**config.mk**
```make
export PLATFORM = sky130hd
export DESIGN_NAME = fifo_drain
export DESIGN_NICKNAME = d
export VERILOG_FILES = /design/src/rtl/fifo_pkg.sv /design/src/rtl/drain_skid.sv /design/src/rtl/fifo_drain.sv
export SDC_FILE = /design/constraint.sdc
export NUM_CORES = 1
export LEC_CHECK = 0
export CAP_MARGIN = 30
export CORE_ASPECT_RATIO = 1.25
export CORE_MARGIN = 8
export CORE_UTILIZATION = 33
export CTS_CLUSTER_SIZE = 28
export DETAILED_ROUTE_END_ITERATION = 10
export PLACE_DENSITY = 0.54
export SLEW_MARGIN = 20
export SYNTH_ARGS = -nofsm -noshare
export SYNTH_HDL_FRONTEND = slang
export SYNTH_HIERARCHICAL = 1
export SYNTH_SLANG_ARGS = --single-unit
```
**constraint.sdc**
```tcl
create_clock -name clk -period 3.13 [get_ports clk]
set_input_delay 0.7825 -clock clk [delete_from_list [all_inputs] [get_ports clk]]
set_output_delay 0.7825 -clock clk [all_outputs]
set_load 0.05 [all_outputs]
```
**src/rtl/fifo_pkg.sv**
```systemverilog
// Shared types for the FIFO drain: default data width and drain state encoding.
// The drain state value doubles as the number of bytes held in the skid buffer.
package fifo_pkg;

  localparam int DATA_WIDTH_DEF = 8;

  typedef enum logic [1:0] {
    EMPTY = 2'd0,
    ONE   = 2'd1,
    TWO   = 2'd2
  } drain_st_t;

  function automatic logic [1:0] held_cnt(input drain_st_t s);
    return s;
  endfunction

endpackage

```
**src/rtl/drain_skid.sv**
```systemverilog
// Two-entry skid storage (head, tail) for the FIFO drain.
// Head is the presented stream word; tail shifts into head on a pop.
module drain_skid
  import fifo_pkg::*;
#(
  parameter int DATA_WIDTH = DATA_WIDTH_DEF
) (
  input  logic                  clk,
  input  logic                  rst,
  input  logic                  i_ld_head,
  input  logic                  i_ld_tail,
  input  logic                  i_shift,
  input  logic [DATA_WIDTH-1:0] i_din,
  output logic [DATA_WIDTH-1:0] o_head
);

  logic [DATA_WIDTH-1:0] r_head;
  logic [DATA_WIDTH-1:0] r_tail;

  always_ff @(posedge clk or posedge rst) begin
    if (rst) begin
      r_head <= '0;
      r_tail <= '0;
    end else begin
      if (i_shift)
        r_head <= r_tail;
      else if (i_ld_head)
        r_head <= i_din;
      if (i_ld_tail)
        r_tail <= i_din;
    end
  end

  assign o_head = r_head;

endmodule

```
**src/rtl/fifo_drain.sv**
```systemverilog
// Drains a 1-cycle-latency FIFO RAM into a valid/ready byte stream.
// Optional FIFO_DRAIN_COUNT_EN adds a 16-bit delivered-byte counter port.
module fifo_drain
  import fifo_pkg::*;
#(
  parameter int DATA_WIDTH = DATA_WIDTH_DEF,
  parameter int ADDR_WIDTH = 3
) (
  input  logic                  clk,
  input  logic                  rst,
  input  logic                  stack_empty,
  input  logic [DATA_WIDTH-1:0] Data_out,
  output logic                  read_from_stack,
  output logic                  out_valid,
  input  logic                  out_ready,
  output logic [DATA_WIDTH-1:0] out_data
`ifdef FIFO_DRAIN_COUNT_EN
  ,
  output logic [15:0]           byte_count
`endif
);

  localparam int LW = ADDR_WIDTH + 1;

  drain_st_t     r_state;
  logic          r_valid;
  logic          r_inflight;
  logic          w_pop;
  logic          w_cap;
  logic          w_rd;
  logic [LW-1:0] w_lvl;
  logic          w_ld_head;
  logic          w_ld_tail;
  logic          w_shift;

  assign w_pop = r_valid & out_ready;
  assign w_cap = r_inflight;

  // Occupancy after this cycle's pop, counting the byte still in the RAM.
  assign w_lvl = LW'(held_cnt(r_state))
               + LW'(r_inflight)
               - LW'(w_pop);

  assign w_rd = !rst && !stack_empty && (w_lvl < LW'(2));

  assign read_from_stack = w_rd;
  assign out_valid       = r_valid;

  always_comb begin
    w_ld_head = 1'b0;
    w_ld_tail = 1'b0;
    w_shift   = 1'b0;
    unique case (1'b1)
      (r_state == TWO): w_shift = w_pop;
      (r_state == ONE): begin
        w_ld_head = w_cap & w_pop;
        w_ld_tail = w_cap & !w_pop;
      end
      default: w_ld_head = w_cap;
    endcase
  end

  always_ff @(posedge clk or posedge rst) begin
    if (rst) begin
      r_state    <= EMPTY;
      r_valid    <= 1'b0;
      r_inflight <= 1'b0;
    end else begin
      r_inflight <= w_rd;
      unique case (r_state)
        EMPTY: begin
          if (w_cap) begin
            r_state <= ONE;
            r_valid <= 1'b1;
          end
        end
        ONE: begin
          if (w_cap && !w_pop) begin
            r_state <= TWO;
          end else if (!w_cap && w_pop) begin
            r_state <= EMPTY;
            r_valid <= 1'b0;
          end
        end
        TWO: begin
          if (w_pop)
            r_state <= ONE;
        end
        default: begin
          r_state <= EMPTY;
          r_valid <= 1'b0;
        end
      endcase
    end
  end

  drain_skid #(
    .DATA_WIDTH(DATA_WIDTH)
  ) u_skid (
    .clk       (clk),
    .rst       (rst),
    .i_ld_head (w_ld_head),
    .i_ld_tail (w_ld_tail),
    .i_shift   (w_shift),
    .i_din     (Data_out),
    .o_head    (out_data)
  );

`ifdef FIFO_DRAIN_COUNT_EN
  logic [15:0] r_cnt;

  always_ff @(posedge clk or posedge rst) begin
    if (rst)
      r_cnt <= '0;
    else if (w_pop)
      r_cnt <= r_cnt + 16'd1;
  end

  assign byte_count = r_cnt;
`endif

endmodule

```
==> impl_metrics.tcl <==
set metrics [dict create \
    start_kind "input pin" \
    drt_pass1_iterations 4 \
    slowest_stage "a2111oi_4" \
    final_area_um2 1460 \
    grt_remaining_overflow 0 \
    synth_cells 91 \
    status "completed" \
    setup_slack_ns 0.0145 \
    critPathRequiredTime_ns 2.35 \
    postPlaceCellArea_um2 1390 \
    antenna_found_initial 0 \
    grt_pass1_wl_um 3680 \
    rows 23 \
    num_vias 753 \
    root_buffer "clkbuf_8" \
    worst_slew_pin_slew_ns 0.590 \
    hold_buffers 0 \
    diodes 0 \
    clock_sinks 20 \
    cts.path.max_buffers 2 \
    die_area_um2 5400 \
    critical-path-top-delay-family "adder cells" \
    finalWirelength_um 2250 \
    end_kind "primary output" \
    p_total_w 0.00148 \
    slew_viol_final 0 \
    slew-limit-headroom 0.606 \
    grt_pass1_vias 793 \
    clk_latency_ns 0.25 \
    whs_ns 0.486 \
    fin_crit_ns 3.12 \
    core_um2 3190 \
    die_height_um 80.2 \
    pin_count 22 \
    skew_ns 0.00743 \
    powerDensity_nw_per_um2 1010 \
    port_buffers 21 \
    hold_path_class "reg2reg" \
    ys_seq_elements 20 \
    dp_slack_ns -0.392 \
    vias_per_cell 4.89 \
    cts_tree "done" \
    clk_pin_slew_ns 0.07 \
    fillCellCount 314 \
    ir_drop_uv 517 \
    post-route-period-util 0.995 \
    grt_setup_unrepaired "true" \
    grt_max_degree 17 \
    yosysWarnings 6 \
    grt_util_all_layers 0.0859 \
    ys_types 24 \
    gp_congestion 0.795 \
    finalNetCount 136 \
    dpl.hpwl_um 1730 \
    path_buf_inv 2 \
    setup_violations 0 \
    maxCapViolCount 0 \
    die_x_um 67.3 \
    htreeDepth 1 \
    drive_gt1_frac 0.231 \
    critPathMaxStageDelay_ns 0.42 \
    start_util 0.340 \
    synth_area_per_cell_um2 11.9 \
    timing.setup.critical_path_class "in2out" \
    drc 0 \
    crit_path_max_fanout 2 \
    timing_hold_violations_final 0 \
    drt_iter0_markers 15 \
    wl_per_cell_um 14.6 \
    leakage_nw 0.609 \
    synthesis.area_um2 1090 \
    area_growth_pct 34.3 \
    crit_chain "buf_8 -> nand2_4 -> ha_4 -> nor2b_4 -> fa_2 -> nand2b_4 -> a2111oi_4 -> buf_12" \
    cts_made_buffers 3 \
    postRouteAntennaNets 0 \
    clock.fmax_mhz 321 \
    seq_area_frac_synth 0.460 \
    syn_nets 109 \
    cp_data_arrival_time_ns 2.33 \
    final_util 0.457 \
]
path summary, 6_finish.rpt:
check / from / to / slack (ns) / cells after the start
worst max-delay path: out_ready / read_from_stack / 0.01 / 8
max in group asynchronous: rst / u_skid/o_head[3] / 1.72 / 2
worst max register to register: r_state[1] / r_state[1] / 1.09 / 5
min in group asynchronous: rst / r_inflight / 0.84 / 2
worst min-delay path: u_skid/r_tail[5] / u_skid/o_head[5] / 0.49 / 2
worst min register to register: u_skid/r_tail[5] / u_skid/o_head[5] / 0.49 / 2
per-stage QoR:
| step | instances | TNS [ns] |
|---|---|---|
| final | 154 | 0 |
| after global routing | 154 | -0.0377 |
| after CTS | 154 | 0 |
| after detailed placement | 149 | -0.392 |
| after global placement | 149 | -0.367 |
| after floorplan | 91 | 0 |
synthesized netlist by cell type:
cell type | n | area share
nand2b_1 | 1 | 0.0058
or3b_1 | 2 | 0.016
a2111oi_2 | 1 | 0.014
o21ai_1 | 9 | 0.041
dfrtp_1 | 20 | 0.46
fa_1 | 1 | 0.018
nor3b_1 | 1 | 0.0069
a21boi_0 | 2 | 0.014
and3_2 | 1 | 0.0069
a311oi_2 | 1 | 0.014
nand3_1 | 3 | 0.014
o21bai_1 | 1 | 0.0069
mux2i_1 | 9 | 0.083
nor2b_1 | 2 | 0.012
and2_1 | 1 | 0.0058
buf_6 | 3 | 0.031
o21ai_0 | 2 | 0.0092
mux2_4 | 8 | 0.11
ha_1 | 5 | 0.058
nand3b_2 | 1 | 0.010
o211ai_1 | 1 | 0.0069
inv_1 | 6 | 0.021
nand2_1 | 9 | 0.031
a21oi_1 | 1 | 0.0046
placed cells by master (no fill, tap or decap), types with 2 or more instances in the layout:
cell / instances
buf_4: 4
clkbuf_8: 4
clkdlybuf4s50_1: 19
dfrtp_1: 20
ha_1: 4
inv_1: 6
mux2_4: 8
mux2i_1: 9
nand2_1: 8
nand3_1: 3
o21ai_0: 2
o21ai_1: 9
or3b_1: 2
state kept, by name (all words and copies together) (netlist names):
name	flops
u_skid/o_head	8
u_skid/r_tail	8
r_state	2
out_valid	1
r_inflight	1
area by class of cell:
class / instances / area [um^2] / share of cell area
well taps: 37 / 46.3 / 0.0317
flip-flops and latches: 20 / 500 / 0.343
clock buffers: 4 / 55.1 / 0.0377
inverters: 6 / 22.5 / 0.0154
multi-input cells: 62 / 581 / 0.398
repair buffers: 25 / 255 / 0.175
metal layers:
metal	wire (um)	share of wire	global-route usage	vias to the layer above
li1	-	-	-	369
met1	1030	0.46	0.102	367
met2	1080	0.48	0.148	15
met3	128	0.057	0.0250	2
met4	12	0.0053	0.0189	0
met5	0	0	0	-
cell families (layout without fill, tap and decap cells):
kind of cell / after synthesis / count (layout) / synth area share
multiplexers: 17 / 17 / 0.193
AND/OR/NAND/NOR: 21 / 21 / 0.108
adder cells (fa/ha/maj): 6 / 6 / 0.0760
flip-flops: 20 / 20 / 0.460
buffers and inverters: 9 / 35 / 0.0518
AO/OA/AOI/OAI: 18 / 18 / 0.110
power by group:
part / total (W) / internal, W / switching, W
Combinational: 0.000816 / 0.000380 / 0.000436
Clock: 0.000191 / 0.000112 / 0.0000797
Sequential: 0.000472 / 0.000384 / 0.0000887
Total: 0.00148 / 0.000875 / 0.000605
worst register-to-register path, stage by stage, from the launching register on:
cell and delay (ns):
dfrtp_1 0.47, inv_1 0.18, ha_1 0.29, and2_1 0.54, or3b_1 0.41, nand3_1 0.09
repair_timing:
action,in CTS,in global routing
endpoints found under the hold margin,0,0
resized for setup,6,0
setup endpoints to repair,1,1
gates cloned,0,0
pin swaps,3,0
buffers inserted,1,0
Power figures use the tool's default switching activity.
==> RTL change 1 (config.mk and constraints unchanged) <==
The package constant `DATA_WIDTH_DEF` goes from 8 to 12.
--- a/src/rtl/fifo_pkg.sv
+++ b/src/rtl/fifo_pkg.sv
@@ -3,5 +3,5 @@
 package fifo_pkg;
 
-  localparam int DATA_WIDTH_DEF = 8;
+  localparam int DATA_WIDTH_DEF = 12;
 
   typedef enum logic [1:0] {
Ports: changed (resized Data_out and out_data); port bits go from 22 to 30. The function was not compared with the original's and may differ.
==> RTL change 1 against the unedited design <==
Routed wire length increased by 32%. Cell area grew 28%. Global-route usage rose by 1.2 points. Total power is 27% higher. Worst setup slack gained 0.042 ns. Area after synthesis is 27% higher. Sequential cell count up 8. Non-clock buffer count grew 11. Highest routed layer unchanged.
==> RTL change 1: results <==
export IMPL_status="finished clean"
export IMPL_use_met1=0.1212
export IMPL_layout_nets=175
export IMPL_grt_pass1_wl_um=5085
export IMPL_seq_cells=28
export IMPL_clkCellAreaFrac=0.02207
export IMPL_grt_pass1_vias=1057
export IMPL_power_leakage_nw=0.7537
export IMPL_ys_top_cells_by_area="dfrtp_1, mux2_2, mux2i_1"
export IMPL_wl_um=2981
export IMPL_crit_arrival_ns=2.29
export IMPL_grt_use_total=0.09824
export IMPL_drt_vias_per_instance=4.705
export IMPL_reg2reg_depth=6
export IMPL_multi_input_comb_area_um2=678.2
export IMPL_layout_nonclk_buf_frac=0.1913
export IMPL_hpwl_um=2212
export IMPL_drive_gt1_frac=0.2318
export IMPL_place_congestion=0.8493
export IMPL_vdd_ir_drop_max_uv=379.0
export IMPL_signal_buffers=36
export IMPL_path_clk_slew_ns=0.09
export IMPL_seq_area_frac_synth=0.5091
export IMPL_synth_nets=138
export IMPL_yosysUniqueCellTypes=27
export IMPL_grt_max_degree=25
export IMPL_power_density_nw_per_um2=1008
[RTL change 1: kinds of logic after synthesis]
group,share of synthesized area
AND/OR/NAND/NOR,0.09637
AO/OA/AOI/OAI,0.1045
buffers and inverters,0.03727
multiplexers,0.1927
adder cells (fa/ha/maj),0.06000
flip-flops,0.5091
[RTL change 1: metrics by stage]
| step | setup TNS (ns) | std cells | hold slack (ns) |
|---|---|---|---|
| after floorplan | 0 | 116 | 0.4460 |
| after global placement | -0.3767 | 203 | 0.4597 |
| after detailed placement | -0.4016 | 203 | 0.4805 |
| after CTS | -0.007206 | 207 | 0.5030 |
| after global routing | 0 | 207 | 0.5275 |
| final | 0 | 207 | 0.4987 |
[RTL change 1: what timing repair did]
| item | CTS | global route |
|---|---|---|
| setup endpoints to repair | 1 | 1 |
| pin swaps | 3 | 1 |
| setup buffers | 1 | 0 |
| gates resized for setup | 6 | 0 |
==> RTL change 2 (same flow settings) <==
Made on the original files. Add a define of `FIFO_DRAIN_COUNT_EN`.
--- a/src/rtl/fifo_drain.sv
+++ b/src/rtl/fifo_drain.sv
@@ -1,4 +1,6 @@
 // Drains a 1-cycle-latency FIFO RAM into a valid/ready byte stream.
 // Optional FIFO_DRAIN_COUNT_EN adds a 16-bit delivered-byte counter port.
+`define FIFO_DRAIN_COUNT_EN
+
 module fifo_drain
   import fifo_pkg::*;
Formal check against the unedited RTL (old outputs only; new: byte_count): equivalent (equiv_simple and equiv_induct, registers matched by name and starting in step).
==> RTL change 2 against the unedited design <==
The run now ends with setup timing left. Critical path depth increased by 1. Area after synthesis increased by 66%. Count of clock-buffer cells in the layout increased by 2. Routed wire length increased by 79%. Worst setup slack got worse by 0.093 ns. Maximum frequency decreased by 2.9%. Cell area increased by 63%. Total power increased by 38%. Sequential cell count increased by 16. Largest power group unchanged.
==> RTL change 2: results <==
export IMPL_violations="setup timing"
export IMPL_worst_path_max_fanout=3
export IMPL_status="complete, but fails checks"
export IMPL_grt_max_degree=21
export IMPL_met3_length_um=309
export IMPL_port_buffers=37
export IMPL_place_congestion=0.8044
export IMPL_place_inst=257
export IMPL_dp_slack_ns=-0.4857
export IMPL_setup_ws_ns=-0.07897
export IMPL_use_met3=0.04098
export IMPL_switchingPower_w=0.0008464
export IMPL_hpwl_um=3033
export IMPL_slew_headroom=0.4712
export IMPL_placed_cell_area_um2=2293
export IMPL_yosysUniqueCellTypes=34
export IMPL_grt_pass1_vias=1398
export IMPL_holdPathStages=1
export IMPL_power_leakage_nw=1.019
export IMPL_hold_end="byte_count[15]"
export IMPL_whs_ns=0.4789
export IMPL_synth_common_cells="dfrtp_1, nand2_1, nor2_1"
export IMPL_max_stage_delay_ns=0.36
export IMPL_numCtsBuffers=5
export IMPL_use_met1=0.1380
export IMPL_vdd_ir_drop_max_uv=478.2
export IMPL_setup_violations_final=1
export IMPL_wl_met2_um=1857
export IMPL_drive_gt1_frac=0.1650
export IMPL_grt_use_total=0.1099
export IMPL_htree_levels=2
export IMPL_worstHoldStart="byte_count[15]"
export IMPL_nFillCells=508
export IMPL_synth_nets=175
export IMPL_ys_top_cells_by_area="dfrtp_1, mux2_4, mux2i_1"
RTL change 2: cell count changes in the layout (fill, tap and decap cells not counted), moves of 7 or more:
cell,change
clkdlybuf4s50_1,+16
dfrtp_1,+16
nand2_1,+9
nor2_1,+9
xnor2_1,+7
xor2_1,+8
RTL change 2: layout make-up:
cell class / count / area [um^2] / area share
Inverter: 6 / 27.53 / 0.01155
Timing Repair Buffer: 42 / 424.2 / 0.1780
Clock inverter: 1 / 5.005 / 0.002101
Tap cell: 64 / 80.08 / 0.03361
Clock buffer: 6 / 72.57 / 0.03046
Multi-Input combinational cell: 109 / 872.1 / 0.3661
Sequential cell: 36 / 900.9 / 0.3782
RTL change 2: logic make-up after synthesis:
logic type                 count (synthesis)  share of synthesized area
and+or+nand+nor                           51                     0.1487
AOI/OAI and AO/OA                         18                    0.05878
buffers and inverters                     11                    0.04703
DFF                                       36                     0.4979
xor gates and xnor gates                  15                    0.07262
muxes                                     18                     0.1224
adders and majority gates                  7                    0.05256
RTL change 2: how the worst max path moves through the flow:
stage	slack [ns]	cells past startpoint	end	from
finish	-0.08	9	read_from_stack	out_ready
global route	-0.15	9	read_from_stack	out_ready
CTS	-0.13	9	read_from_stack	out_ready
detailed placement	-0.49	9	read_from_stack	out_ready
global placement	-0.45	9	read_from_stack	out_ready
floorplan	-0.18	8	read_from_stack	out_ready
RTL change 2: power groups by stage:
stage	sequential (W)	combinational (W)	clock, W
after floorplan	0.000999	0.000445	0
after global placement	0.000736	0.000982	0
after detailed placement	0.000742	0.00101	0
after CTS	0.000736	0.00101	0.000323
after global routing	0.000757	0.00108	0.000339
final	0.000733	0.00101	0.000306
RTL change 2: repair_timing:
item / CTS / global route
gates resized for setup: 5 / 2
endpoints found under the setup margin: 1 / 1
pin swaps: 2 / 2
